### src/rtl/spi_pkg.sv
// Shared types for the SPI master: FSM state encoding and the latched SPI mode.
package spi_pkg;

    typedef enum logic [2:0] {
        IDLE,
        LEAD,
        XFER,
        TRAIL,
        GAP
    } state_t;

    typedef struct packed {
        logic cpol;
        logic cpha;
    } mode_t;

endpackage

### src/rtl/spi_fifo.sv
// Synchronous FIFO with extra-bit pointers, exact count/full/empty and a registered pop port.
module spi_fifo #(
    parameter int WIDTH = 8,
    parameter int DEPTH = 16
) (
    input  logic                   clk,
    input  logic                   srst,
    input  logic                   wr_en,
    input  logic [WIDTH-1:0]       wr_data,
    input  logic                   rd_en,
    output logic [WIDTH-1:0]       head,
    output logic [WIDTH-1:0]       rd_data,
    output logic                   rd_valid,
    output logic                   full,
    output logic                   empty,
    output logic [$clog2(DEPTH):0] count
);

    localparam int AW = $clog2(DEPTH);

    logic [WIDTH-1:0] mem [DEPTH];
    logic [AW:0]      wr_ptr;
    logic [AW:0]      rd_ptr;
    logic             do_wr;
    logic             do_rd;

    // Handshake: a push is taken only when !full and a pop only when !empty, both judged
    // on registered state; an accepted pop shows up on rd_data with rd_valid one cycle later.
    assign count = wr_ptr - rd_ptr;
    assign full  = (count == (AW + 1)'(DEPTH));
    assign empty = (count == '0);
    assign head  = mem[rd_ptr[AW-1:0]];
    assign do_wr = wr_en && !full;
    assign do_rd = rd_en && !empty;

    always_ff @(posedge clk) begin
        if (do_wr) begin
            mem[wr_ptr[AW-1:0]] <= wr_data;
        end
    end

    always_ff @(posedge clk) begin
        if (srst) begin
            wr_ptr   <= '0;
            rd_ptr   <= '0;
            rd_data  <= '0;
            rd_valid <= 1'b0;
        end else begin
            rd_valid <= do_rd;
            if (do_wr) begin
                wr_ptr <= wr_ptr + 1'b1;
            end
            if (do_rd) begin
                rd_data <= head;
                rd_ptr  <= rd_ptr + 1'b1;
            end
        end
    end

endmodule

### src/rtl/spi_master_fifo.sv
// SPI master, modes 0-3, programmable SCLK divider, multiple chip selects,
// fed by a TX FIFO and draining into an RX FIFO with sticky overflow.
module spi_master_fifo
    import spi_pkg::*;
#(
    parameter int WIDTH  = 8,
    parameter int DEPTH  = 16,
    parameter int DIV_W  = 8,
    parameter int NUM_CS = 1
) (
    input  logic                                        clk,
    input  logic                                        srst,
    input  logic [WIDTH-1:0]                            tx_data,
    input  logic                                        tx_wr_en,
    output logic                                        tx_full,
    output logic [$clog2(DEPTH):0]                      tx_count,
    input  logic                                        rx_rd_en,
    output logic [WIDTH-1:0]                            rx_data,
    output logic                                        rx_valid,
    output logic                                        rx_empty,
    output logic [$clog2(DEPTH):0]                      rx_count,
    output logic                                        rx_overflow,
    input  logic                                        cpol,
    input  logic                                        cpha,
    input  logic [DIV_W-1:0]                            clk_div,
    input  logic [((NUM_CS > 1) ? $clog2(NUM_CS) : 1)-1:0] cs_sel,
    output logic                                        busy,
    output logic                                        sclk,
    output logic                                        mosi,
    input  logic                                        miso,
    output logic [NUM_CS-1:0]                           cs_n,
    output state_t                                      fsm_state
);

    localparam int CSW = (NUM_CS > 1) ? $clog2(NUM_CS) : 1;
    localparam int EW  = $clog2(2 * WIDTH);

    state_t            state;
    state_t            state_nxt;
    mode_t             mode;
    logic [DIV_W-1:0]  div_cnt;
    logic [DIV_W-1:0]  div_lat;
    logic [EW-1:0]     edge_cnt;
    logic [WIDTH-1:0]  tx_sh;
    logic [WIDTH-1:0]  rx_sh;
    logic [WIDTH-1:0]  tx_head;
    logic [WIDTH-1:0]  rx_word;
    logic [NUM_CS-1:0] cs_dec;
    logic              tx_empty;
    logic              rx_full;
    logic              tick;
    logic              start;
    logic              toggle;
    logic              odd_edge;
    logic              last_edge;
    logic              sample;
    logic              shift;
    logic              push;
    logic [WIDTH-1:0]  tx_rd_unused;
    logic              tx_valid_unused;
    logic [WIDTH-1:0]  rx_head_unused;

    spi_fifo #(.WIDTH(WIDTH), .DEPTH(DEPTH)) u_tx_fifo (
        .clk      (clk),
        .srst     (srst),
        .wr_en    (tx_wr_en),
        .wr_data  (tx_data),
        .rd_en    (start),
        .head     (tx_head),
        .rd_data  (tx_rd_unused),
        .rd_valid (tx_valid_unused),
        .full     (tx_full),
        .empty    (tx_empty),
        .count    (tx_count)
    );

    spi_fifo #(.WIDTH(WIDTH), .DEPTH(DEPTH)) u_rx_fifo (
        .clk      (clk),
        .srst     (srst),
        .wr_en    (push),
        .wr_data  (rx_word),
        .rd_en    (rx_rd_en),
        .head     (rx_head_unused),
        .rd_data  (rx_data),
        .rd_valid (rx_valid),
        .full     (rx_full),
        .empty    (rx_empty),
        .count    (rx_count)
    );

    assign fsm_state = state;
    assign busy      = (state != IDLE);
    assign tick      = (div_cnt == div_lat);

    always_ff @(posedge clk) begin
        if (srst) begin
            state <= IDLE;
        end else begin
            state <= state_nxt;
        end
    end

    always_comb begin
        state_nxt = state;
        case (state)
            IDLE:    if (!tx_empty)         state_nxt = LEAD;
            LEAD:    if (tick)              state_nxt = XFER;
            XFER:    if (tick && last_edge) state_nxt = TRAIL;
            TRAIL:   if (tick)              state_nxt = GAP;
            GAP:     if (tick)              state_nxt = IDLE;
            default:                        state_nxt = IDLE;
        endcase
    end

    // Toggle k (1-based) is odd when edge_cnt is even; odd toggles are leading SCLK edges.
    always_comb begin
        start     = (state == IDLE) && !tx_empty;
        toggle    = (state == XFER) && tick;
        odd_edge  = ~edge_cnt[0];
        last_edge = (edge_cnt == EW'(2 * WIDTH - 1));
        sample    = toggle && (mode.cpha ? !odd_edge : odd_edge);
        shift     = toggle && (mode.cpha ? odd_edge : (!odd_edge && !last_edge));
        push      = toggle && last_edge;
        rx_word   = mode.cpha ? {rx_sh[WIDTH-2:0], miso} : rx_sh;
        cs_dec    = '1;
        for (int i = 0; i < NUM_CS; i++) begin
            if (cs_sel == CSW'(i)) begin
                cs_dec[i] = 1'b0;
            end
        end
    end

    always_ff @(posedge clk) begin
        if (srst) begin
            div_cnt     <= '0;
            div_lat     <= '0;
            mode        <= '0;
            edge_cnt    <= '0;
            tx_sh       <= '0;
            rx_sh       <= '0;
            sclk        <= 1'b0;
            mosi        <= 1'b0;
            cs_n        <= '1;
            rx_overflow <= 1'b0;
        end else begin
            div_cnt <= (state == IDLE || tick) ? '0 : div_cnt + 1'b1;

            if (state == IDLE) begin
                sclk <= cpol;
            end else if (toggle) begin
                sclk <= ~sclk;
            end else if (state == TRAIL || state == GAP) begin
                sclk <= mode.cpol;
            end

            if (start) begin
                mode.cpol <= cpol;
                mode.cpha <= cpha;
                div_lat   <= clk_div;
                edge_cnt  <= '0;
                cs_n      <= cs_dec;
                if (cpha) begin
                    tx_sh <= tx_head;
                end else begin
                    mosi  <= tx_head[WIDTH-1];
                    tx_sh <= tx_head << 1;
                end
            end

            if (shift) begin
                mosi  <= tx_sh[WIDTH-1];
                tx_sh <= tx_sh << 1;
            end
            if (toggle) begin
                edge_cnt <= edge_cnt + 1'b1;
            end
            if (sample) begin
                rx_sh <= {rx_sh[WIDTH-2:0], miso};
            end
            if (state == TRAIL && tick) begin
                cs_n <= '1;
            end
            if (push && rx_full) begin
                rx_overflow <= 1'b1;
            end
        end
    end

endmodule

### config.mk
export PLATFORM = sky130hd
export DESIGN_NAME = spi_master_fifo
export DESIGN_NICKNAME = d
export VERILOG_FILES = /design/src/rtl/spi_pkg.sv /design/src/rtl/spi_fifo.sv /design/src/rtl/spi_master_fifo.sv
export SDC_FILE = /design/constraint.sdc
export NUM_CORES = 1
export LEC_CHECK = 0
export ABC_AREA = 1
export CAP_MARGIN = 20
export CORE_MARGIN = 8
export CORE_UTILIZATION = 60
export CTS_CLUSTER_SIZE = 40
export DETAILED_ROUTE_END_ITERATION = 6
export PLACE_DENSITY = 0.8
export SETUP_SLACK_MARGIN = 0.1
export SYNTH_ARGS = -nofsm -noshare
export SYNTH_HDL_FRONTEND = slang
export SYNTH_SLANG_ARGS = --single-unit
### constraint.sdc
create_clock -name clk -period 5.3 [get_ports clk]
set_clock_uncertainty 0.1 [all_clocks]
set_input_delay 1.325 -clock clk [delete_from_list [all_inputs] [get_ports clk]]
set_output_delay 1.325 -clock clk [all_outputs]
set_load 0.05 [all_outputs]
After elaboration in Yosys (flattened, before gate mapping):

Memory sizes are Yosys's and may differ from the RTL's. A register that Yosys moved wholly into a read port is not among the register bits.
Index checks and enable logic that the tools add are counted.

* flip-flop bits (word level): 66
* bits in writable memories: 256
* word-level logic and storage cells: 103
* memories kept: 2

* $add $sub $neg: 8
* eq/ne operators: 14
* mux-type cells: 27
* bitwise logic cells: 2
* reduce and logical (&&, ||, !) cells: 32

Memory list
* u_rx_fifo.mem: depth 16, bits a word 8, read ports 1, clocked after Yosys merged registers in 1, write ports 1, RTL line spi_fifo.sv:21 `logic [WIDTH-1:0] mem [DEPTH];`
* u_tx_fifo.mem: depth 16, bits a word 8, read ports 1, clocked after Yosys merged registers in 1, write ports 1, RTL line spi_fifo.sv:21

Operators by type and width (number)
* $mux 8: 4
* $add 5x1->5 const B: 4
* $mux 4: 4
* $mux 3: 5
* $pmux 3 s5: 1
* $logic_and 1x1->1: 13
* $mux 1: 13
* $eq 5x5->1 const B: 2
* $logic_not 5->1: 2
* $ne 2x2->1 const B: 5
* $sub 5x5->5: 2
* $add 8x1->8 const B: 1
* $eq 8x8->1: 1
* $eq 3x2->1 const B: 2
* $reduce_bool 3->1: 2
* $reduce_or 2->1: 3
* $logic_not 1->1: 5
* $reduce_and 5->1: 1
* $add 4x1->4 const B: 1
* $eq 4x4->1 const B: 1
* $reduce_bool 2->1: 2
* $eq 3x1->1 const B: 1
* $eq 3x3->1 const B: 1
* $logic_not 3->1: 1
* 4 further kinds: 6

Depth between registers and ports, before layout:

* depth after elaboration: 7
* gate-level depth with buffers: 15
* gate-level depth less buffers: 15

Hierarchy:

A second synthesis with hierarchy kept.

* cells, all modules: 1618
* area total of the unflattened synthesis: 15486.1 um^2

By module, submodules not included
* spi_fifo (u_tx_fifo): instances 1, cells each 664, area each 6611.3 um^2
* spi_fifo (u_rx_fifo): instances 1, cells each 621, area each 6601.3 um^2
* spi_master_fifo: instances 1, cells each 333, area each 2273.4 um^2

Worst setup path after synthesis:

Ideal clock, no wire load.

* kind: register -> output
* start: register u_rx_fifo.wr_ptr[0]
* end: output rx_empty
* arrival time: 2536 ps
* required time: 3875 ps
* path slack: 1339 ps
* stages on the path, launching flop included: 8
* cells stage by stage: dfxtp_1 > inv_1 > ha_1 > fa_1 > xnor2_1 > nor3_1 > nand3_2 > inv_1

* longest elaborated chain between the ends: 2

Ends and longest elaborated chain
* start, declared: RTL line spi_fifo.sv:22 `logic [AW:0] wr_ptr;`
* start signal, assigned: RTL line spi_fifo.sv:51 `wr_ptr <= wr_ptr + 1'b1;`
* $sub 5x5->5: RTL line spi_fifo.sv:29 `assign count = wr_ptr - rd_ptr;`
* named net rx_count[2]: RTL line spi_master_fifo.sv:21 `output logic [$clog2(DEPTH):0] rx_count,`
* $logic_not 5->1: RTL line spi_fifo.sv:31 `assign empty = (count == '0);`
* end, declared: RTL line spi_master_fifo.sv:20 `output logic rx_empty,`

The timed path passes the listed nets, and every way through them passes these cells.

Worst setup path after layout:

* start: register u_rx_fifo.rd_ptr[2]
* end: output rx_count[4]

* longest elaborated chain between the ends: 1

Ends and longest elaborated chain
* start, declared: RTL line spi_fifo.sv:23 `logic [AW:0] rd_ptr;`
* start signal, assigned: RTL line spi_fifo.sv:55 `rd_ptr <= rd_ptr + 1'b1;`
* $sub 5x5->5: RTL line spi_fifo.sv:29
* end, declared: RTL line spi_master_fifo.sv:21

No other way between the ends.

==> flow_summary.toml <==
[placed_design]
post-dp-hpwl_um = 20200
port_buffers = 52
gp_congestion = 0.878

[sta]
fmax_ghz = 0.206
slew_headroom_pct = 28.2
finalSetupViolCount = 0
rsz0062_at_grt = "false"
finalCritPeriodShare_pct = 91.6
fin_crit_ns = 4.85
slew_violations = 0
worst_pin_slew_ns = 1.08
fin_setup_tns_ns = 0
finalHoldViolations = 0

[yosys]
synth-seq-area-share_pct = 64.1
synthesis.nets = 1488
syn_avg_cell_area_um2 = 10.0
netlist_area_um2 = 14400
synth_largest_area_cell = "edfxtp_1"
synth.area.top_cells = "edfxtp_1 (53%), dfxtp_1 (11%), nand2_1 (8.2%), nand3_1 (6.3%), nor2_1 (5.3%)"
yosysTopAreaCellShare_pct = 53.3
yosysWarnings = 0
ys_ff_latch = 334
synthCells = 1442
ys_types = 40

[detailed_routing]
viasPerCell = 5.74
wire_per_inst_um = 17.9
final_antenna_net_count = 0
firstDrtPassIters = 6
vias = 10500
drcViolationCount = 0
drt_iter0_markers = 1022
routed_wl_um = 32600

[worst_setup_path]
cp_slowest_cell = "clkdlybuf4s50_1"
cp_num_buf_inv = 2
endpoint_kind = "output port"
crit_chain = "clkinv_1, ha_1, nand2_1, o21ai_1, xor2_1, clkdlybuf4s50_1"
path_max_fanout = 15
critPathLaunchType = "flop"
worstPathArrival_ns = 3.43
crit_required_ns = 3.88
crit_type = "flop to output port"
slowest_delay_ns = 0.85
path_delay_family = "buffers and inverters"

[cts]
cts-buffers-inserted = 34
cts.hold.buffers_added = 0
clock_latency_ns = 0.52
clock-sinks = 334
ctsResizeCount = 0
ctsHtreeMaxLevel = 2
cts_buffer_depth = 3
cts_tree = "built"
clkTransAtPathRegs_ns = 0.06
cts_root_buf = "clkbuf_16"
post_cts_buffers = 0

[cells_and_area]
layout.nets = 1527
diodes = 0
final_core_util_pct = 69.1
drive_gt1_share_pct = 6.97
fillers = 1713
area_growth_pct = 12.7

[power]
peakVddDrop_mv = 0.452
p_per_area_nw_per_um2 = 462
leakagePower_nw = 5.88

[global_route]
grt_antenna_before_repair = 0
grtUsageTotal_pct = 22.5
grt_pass1_vias = 10000
grt_max_degree = 69
grt_pass1_wl_um = 51700
overflow = 0

[floorplan]
initial_core_util_pct = 61.3
num_rows = 56
die_area_um2 = 29300
core_area_um2 = 23500
die_h_um = 171
ios = 53
die_x_um = 171

[job]
maxCapViolations = 0

[run_status]
status = "finished, final reports clean"

[min_path]
holdCritPathClass = "flop to flop"
-- where the power goes --
part | switching [W] | leakage [nW] | internal [W]
logic | 0.00145 | 2.58 | 0.000621
clock network | 0.000967 | 0.536 | 0.00135
registers | 0.000124 | 2.76 | 0.00301
total | 0.00255 | 5.88 | 0.00498
-- worst paths after layout --
kind	startpoint	slack, ns	to	depth (start not counted)
min	div_lat[2]$_SDFFE_PP0P_	0.37	div_lat[2]$_SDFFE_PP0P_	2
max	u_rx_fifo.rd_ptr[2]$_SDFFE_PP0P_	0.45	rx_count[4]	6
max reg2reg	u_rx_fifo.rd_ptr[2]$_SDFFE_PP0P_	1.66	u_rx_fifo.mem[11][6]$_DFFE_PP_	10
min reg2reg	div_lat[2]$_SDFFE_PP0P_	0.37	div_lat[2]$_SDFFE_PP0P_	2
-- synth_stat cells, drive strengths merged --
cell type	number
clkinv	4
nor3	7
nand4	5
buf	31
o211ai	16
inv	87
nand2	325
fa	2
o21ai	96
nor3b	1
or2	5
xor2	11
clkbuf	34
dfxtp	78
edfxtp	256
o22ai	17
a21oi	46
xnor2	5
nand3	185
o21bai	1
nor2	209
ha	20
a211oi	1
-- sequential cells by signal, summed over array words and instances, names as in the netlist, 2 cells and up, named ones only --
name	flops
rx_sh	8
u_rx_fifo.wr_ptr	5
u_rx_fifo.rd_data	8
div_lat	8
u_rx_fifo.mem	128
u_tx_fifo.wr_ptr	5
u_tx_fifo.mem	128
u_tx_fifo.rd_ptr	5
tx_sh	8
div_cnt	8
u_rx_fifo.rd_ptr	5
edge_cnt	4
mode	2
fsm_state	3
-- worst register-to-register path, stage by stage, from the launching register on --
cell and delay (ns):
dfxtp_1 0.66, clkinv_1 0.40, ha_1 0.45, a21oi_1 0.19, o21ai_2 0.08, xor2_1 0.18
nand3_2 0.17, nand2_1 0.12, inv_2 0.11, nand3_1 0.09, nor2_1 0.70
-- cell type report --
type | count | area [um2] | share of cell area [%]
well taps | 319 | 399 | 2.45
repair buffers | 68 | 671 | 4.12
clock buffers | 45 | 932 | 5.73
flip-flops and latches | 334 | 9250 | 56.9
inverters | 91 | 347 | 2.13
multi-input cells | 952 | 4520 | 27.8
clock inverters | 17 | 151 | 0.931
-- routing by layer --
metal	part of all wire (%)	track usage [%]	routed length (um)
met1	39	27.4	12600
met3	8.0	3.94	2620
met5	0	0	0
met4	3.3	8.66	1070
met2	50	39.4	16400
-- kinds of logic (layout without fill, tap and decap cells) --
logic type | count (synthesis) | after routing | share of synthesized area (%)
and+or+nand+nor | 737 | 737 | 21.7
DFF | 334 | 334 | 64.1
AOI/OAI and AO/OA | 177 | 177 | 6.65
buffers and inverters | 156 | 221 | 4.65
adders and majority gates | 22 | 22 | 2.01
xor gates and xnor gates | 16 | 16 | 0.971
-- cells in the final DEF, fill, tap and decap left out, types with 34 or more instances in the layout --
master / count
a21oi_1: 46
clkbuf_16: 34
clkdlybuf4s50_1: 51
dfxtp_1: 76
edfxtp_1: 256
inv_1: 75
nand2_1: 316
nand3_1: 181
nor2_1: 203
o21ai_0: 91
-- through the flow --
stage | total power, W | instance area (um2) | hold WS (ns) | cells | worst slack, ns
global placement | 0.00518 | 15200 | 0.355 | 1763 | 1.05
detailed placement | 0.00523 | 15200 | 0.366 | 1763 | 1.02
global route | 0.00789 | 16300 | 0.383 | 1826 | 0.181
CTS | 0.00754 | 16200 | 0.375 | 1825 | 0.455
finish | 0.00752 | 16300 | 0.370 | 1826 | 0.446
floorplan | 0.00470 | 14400 | 0.340 | 1442 | 1.34
No activity file was read; power rests on OpenSTA's default activity.
==> RTL change: new RTL, same settings <==
`WIDTH` is set to 8 in 2 places; all go to 4.
--- a/src/rtl/spi_fifo.sv
+++ b/src/rtl/spi_fifo.sv
@@ -1,6 +1,6 @@
 // Synchronous FIFO with extra-bit pointers, exact count/full/empty and a registered pop port.
 module spi_fifo #(
-    parameter int WIDTH = 8,
+    parameter int WIDTH = 4,
     parameter int DEPTH = 16
 ) (
     input  logic                   clk,
--- a/src/rtl/spi_master_fifo.sv
+++ b/src/rtl/spi_master_fifo.sv
@@ -3,7 +3,7 @@
 module spi_master_fifo
     import spi_pkg::*;
 #(
-    parameter int WIDTH  = 8,
+    parameter int WIDTH  = 4,
     parameter int DEPTH  = 16,
     parameter int DIV_W  = 8,
     parameter int NUM_CS = 1
Interface: changed (resized rx_data and tx_data); port bits go from 53 to 45. The function was not compared with the original's and may differ.
==> RTL change against the unedited design <==
Final area fell by 39%; critical path depth rose by 3; cell count fell by 35%; worst setup slack improved by 200 ps; synthesized area fell by 39%; total power fell by 39%; sequential cell count fell by 141; via count fell by 38%; die area fell by 36%; routed wire length fell by 43%; critical endpoint is now tx_full; largest cell class unchanged.
==> RTL change: results <==
group,metric,value,unit
clocking,cts_htree_levels,4,
finish,final_net_count,1026,
clocking,clkSlewWorstSetupHoldPaths,70,ps
finish,n_antenna_cell,0,
route,detailedRoute.firstPassIterationCount,5,
synthesis,post_synth_edffs,128,
synthesis,mux_cell_area_share_after_synthesis,0,%
synthesis,avgSynthCellArea,9.31,um^2
route,via_count,6543,
worst_hold_path,worst_hold_path_type,"register to register",
synthesis,postSynth.topFlopCell,"sky130_fd_sc_hd__edfxtp_1",
route,dr.first_iter.drc_count,693,
place,place_congestion,0.826,
place,dp_hpwl,12500,um
route,routed_length_per_placed_instance,15.8,um
global_routing,grt_pass1_wl,30200,um
timing,timing_worst_slew_pin_value,989,ps
synthesis,synth-warning-count,0,
place,dp_worst_setup_slack,1140,ps
synthesis,netlist_top_cells_count,"sky130_fd_sc_hd__nand2_1 (203), sky130_fd_sc_hd__nor2_1 (134), sky130_fd_sc_hd__edfxtp_1 (128)",
critical_path,critPathTopFamily,"buffers and inverters",
clocking,cts_buffer_depth,2,
pwr,cellLeakagePower,4.00,nW
global_routing,vias_in_the_first_global_route,6169,
clocking,post_cts_resized,0,
route,drt-total-wl,18600,um
global_routing,antenna_found_initial,0,
critical_path,critical_path.max_stage_delay,800,ps
clocking,clock_insertion_delay_worst_skew,430,ps
synthesis,synthesis.nets,988,
place,portBuffers,44,
global_routing,grt_start_max_net_pins,37,
synthesis,synth_compound_area_share,7.51,%
clocking,cts_made_buffers,17,
critical_path,cp_data_arrival_time,3230,ps
finish,layout-drive-gt1-share,6.93,%
synthesis,sequential_share_of_the_synthesized_area,58.5,%
synthesis,synth-adder-area-share,3.44,%
global_routing,global_route.usage.total,20.5,%
place,placed_cells_incl_taps,1148,
place,dpl_cell_area,9370,um^2
clocking,clockRootBuffer,"sky130_fd_sc_hd__clkbuf_16",
pwr,power.ir.vdd_worst,0.000427,V
synthesis,synthArstFlopShare,0,%
critical_path,path_max_fanout,5,
global_routing,gr-total-overflow,0,
status,run_status,"complete, no violations",
synthesis,synth_top_cells_by_area,"sky130_fd_sc_hd__edfxtp_1 (44%), sky130_fd_sc_hd__dfxtp_1 (15%), sky130_fd_sc_hd__nand2_1 (8.7%), sky130_fd_sc_hd__nor2_1 (5.7%), sky130_fd_sc_hd__nand3_1 (5.7%)",
clocking,post-cts-setup-buffer-count,0,
synthesis,post_synth_num_cell_types,42,
synthesis,synth-xor-area-share,1.68,%
critical_path,cp_slowest_cell,"sky130_fd_sc_hd__clkdlybuf4s50_1",
[RTL change: worst register-to-register path: cells and delay by family, from the launching register on]
kind	cells	cell delay [ps]
AOI/OAI and AO/OA	2	350
and+or+nand+nor	4	1100
DFF	1	390
buffers and inverters	3	460
adders and majority gates	2	630
[RTL change: metrics by stage]
stage	hold slack, ps	util [%]
final	368	69.1
after global placement	352	65.0
after detailed placement	356	65.0
after CTS	367	69.1
after global routing	378	69.1
after floorplan	340	-
[RTL change: final timing paths]
check                                   startpoint                  endpoint  slack (ps)  cells past startpoint
setup / recovery  u_tx_fifo.wr_ptr[0]$_SDFFE_PP0P_                   tx_full         650                      9
hold / removal            edge_cnt[1]$_SDFFE_PP0P_  edge_cnt[1]$_SDFFE_PP0P_         370                      2
setup reg to reg  u_tx_fifo.wr_ptr[0]$_SDFFE_PP0P_                  register        2140                     11
hold reg to reg           edge_cnt[1]$_SDFFE_PP0P_  edge_cnt[1]$_SDFFE_PP0P_         370                      2
[RTL change: cells by family after synthesis]
group / after synthesis
flip-flops: 193
AND/OR/NAND/NOR: 473
buffers and inverters: 118
adder cells (fa/ha/maj): 23
AO/OA/AOI/OAI: 122
XOR/XNOR: 16
[RTL change: metal layers]
layer	up-vias	wire length [um]	track usage (%)
met1	3036	8260	26.9
met4	0	223	6.40
met3	27	1290	4.44
met5	-	0	0
met2	237	8860	33.4
li1	3243	-	-
[RTL change: cell type report]
class | count | area [um^2]
Clock buffer | 18 | 429
Clock inverter | 14 | 161
Fill cell | 1058 | 4460
Inverter | 85 | 329
Multi-Input combinational cell | 634 | 3170
Sequential cell | 193 | 5140
Tap cell | 184 | 230
Timing Repair Buffer | 52 | 500
[RTL change: report_power, final]
part | total (W) | leakage (nW) | switching, W | internal [W]
clock network | 0.00128 | 0.291 | 0.000603 | 0.000675
logic | 0.00148 | 1.92 | 0.00103 | 0.000448
registers | 0.00184 | 1.79 | 0.0000977 | 0.00174
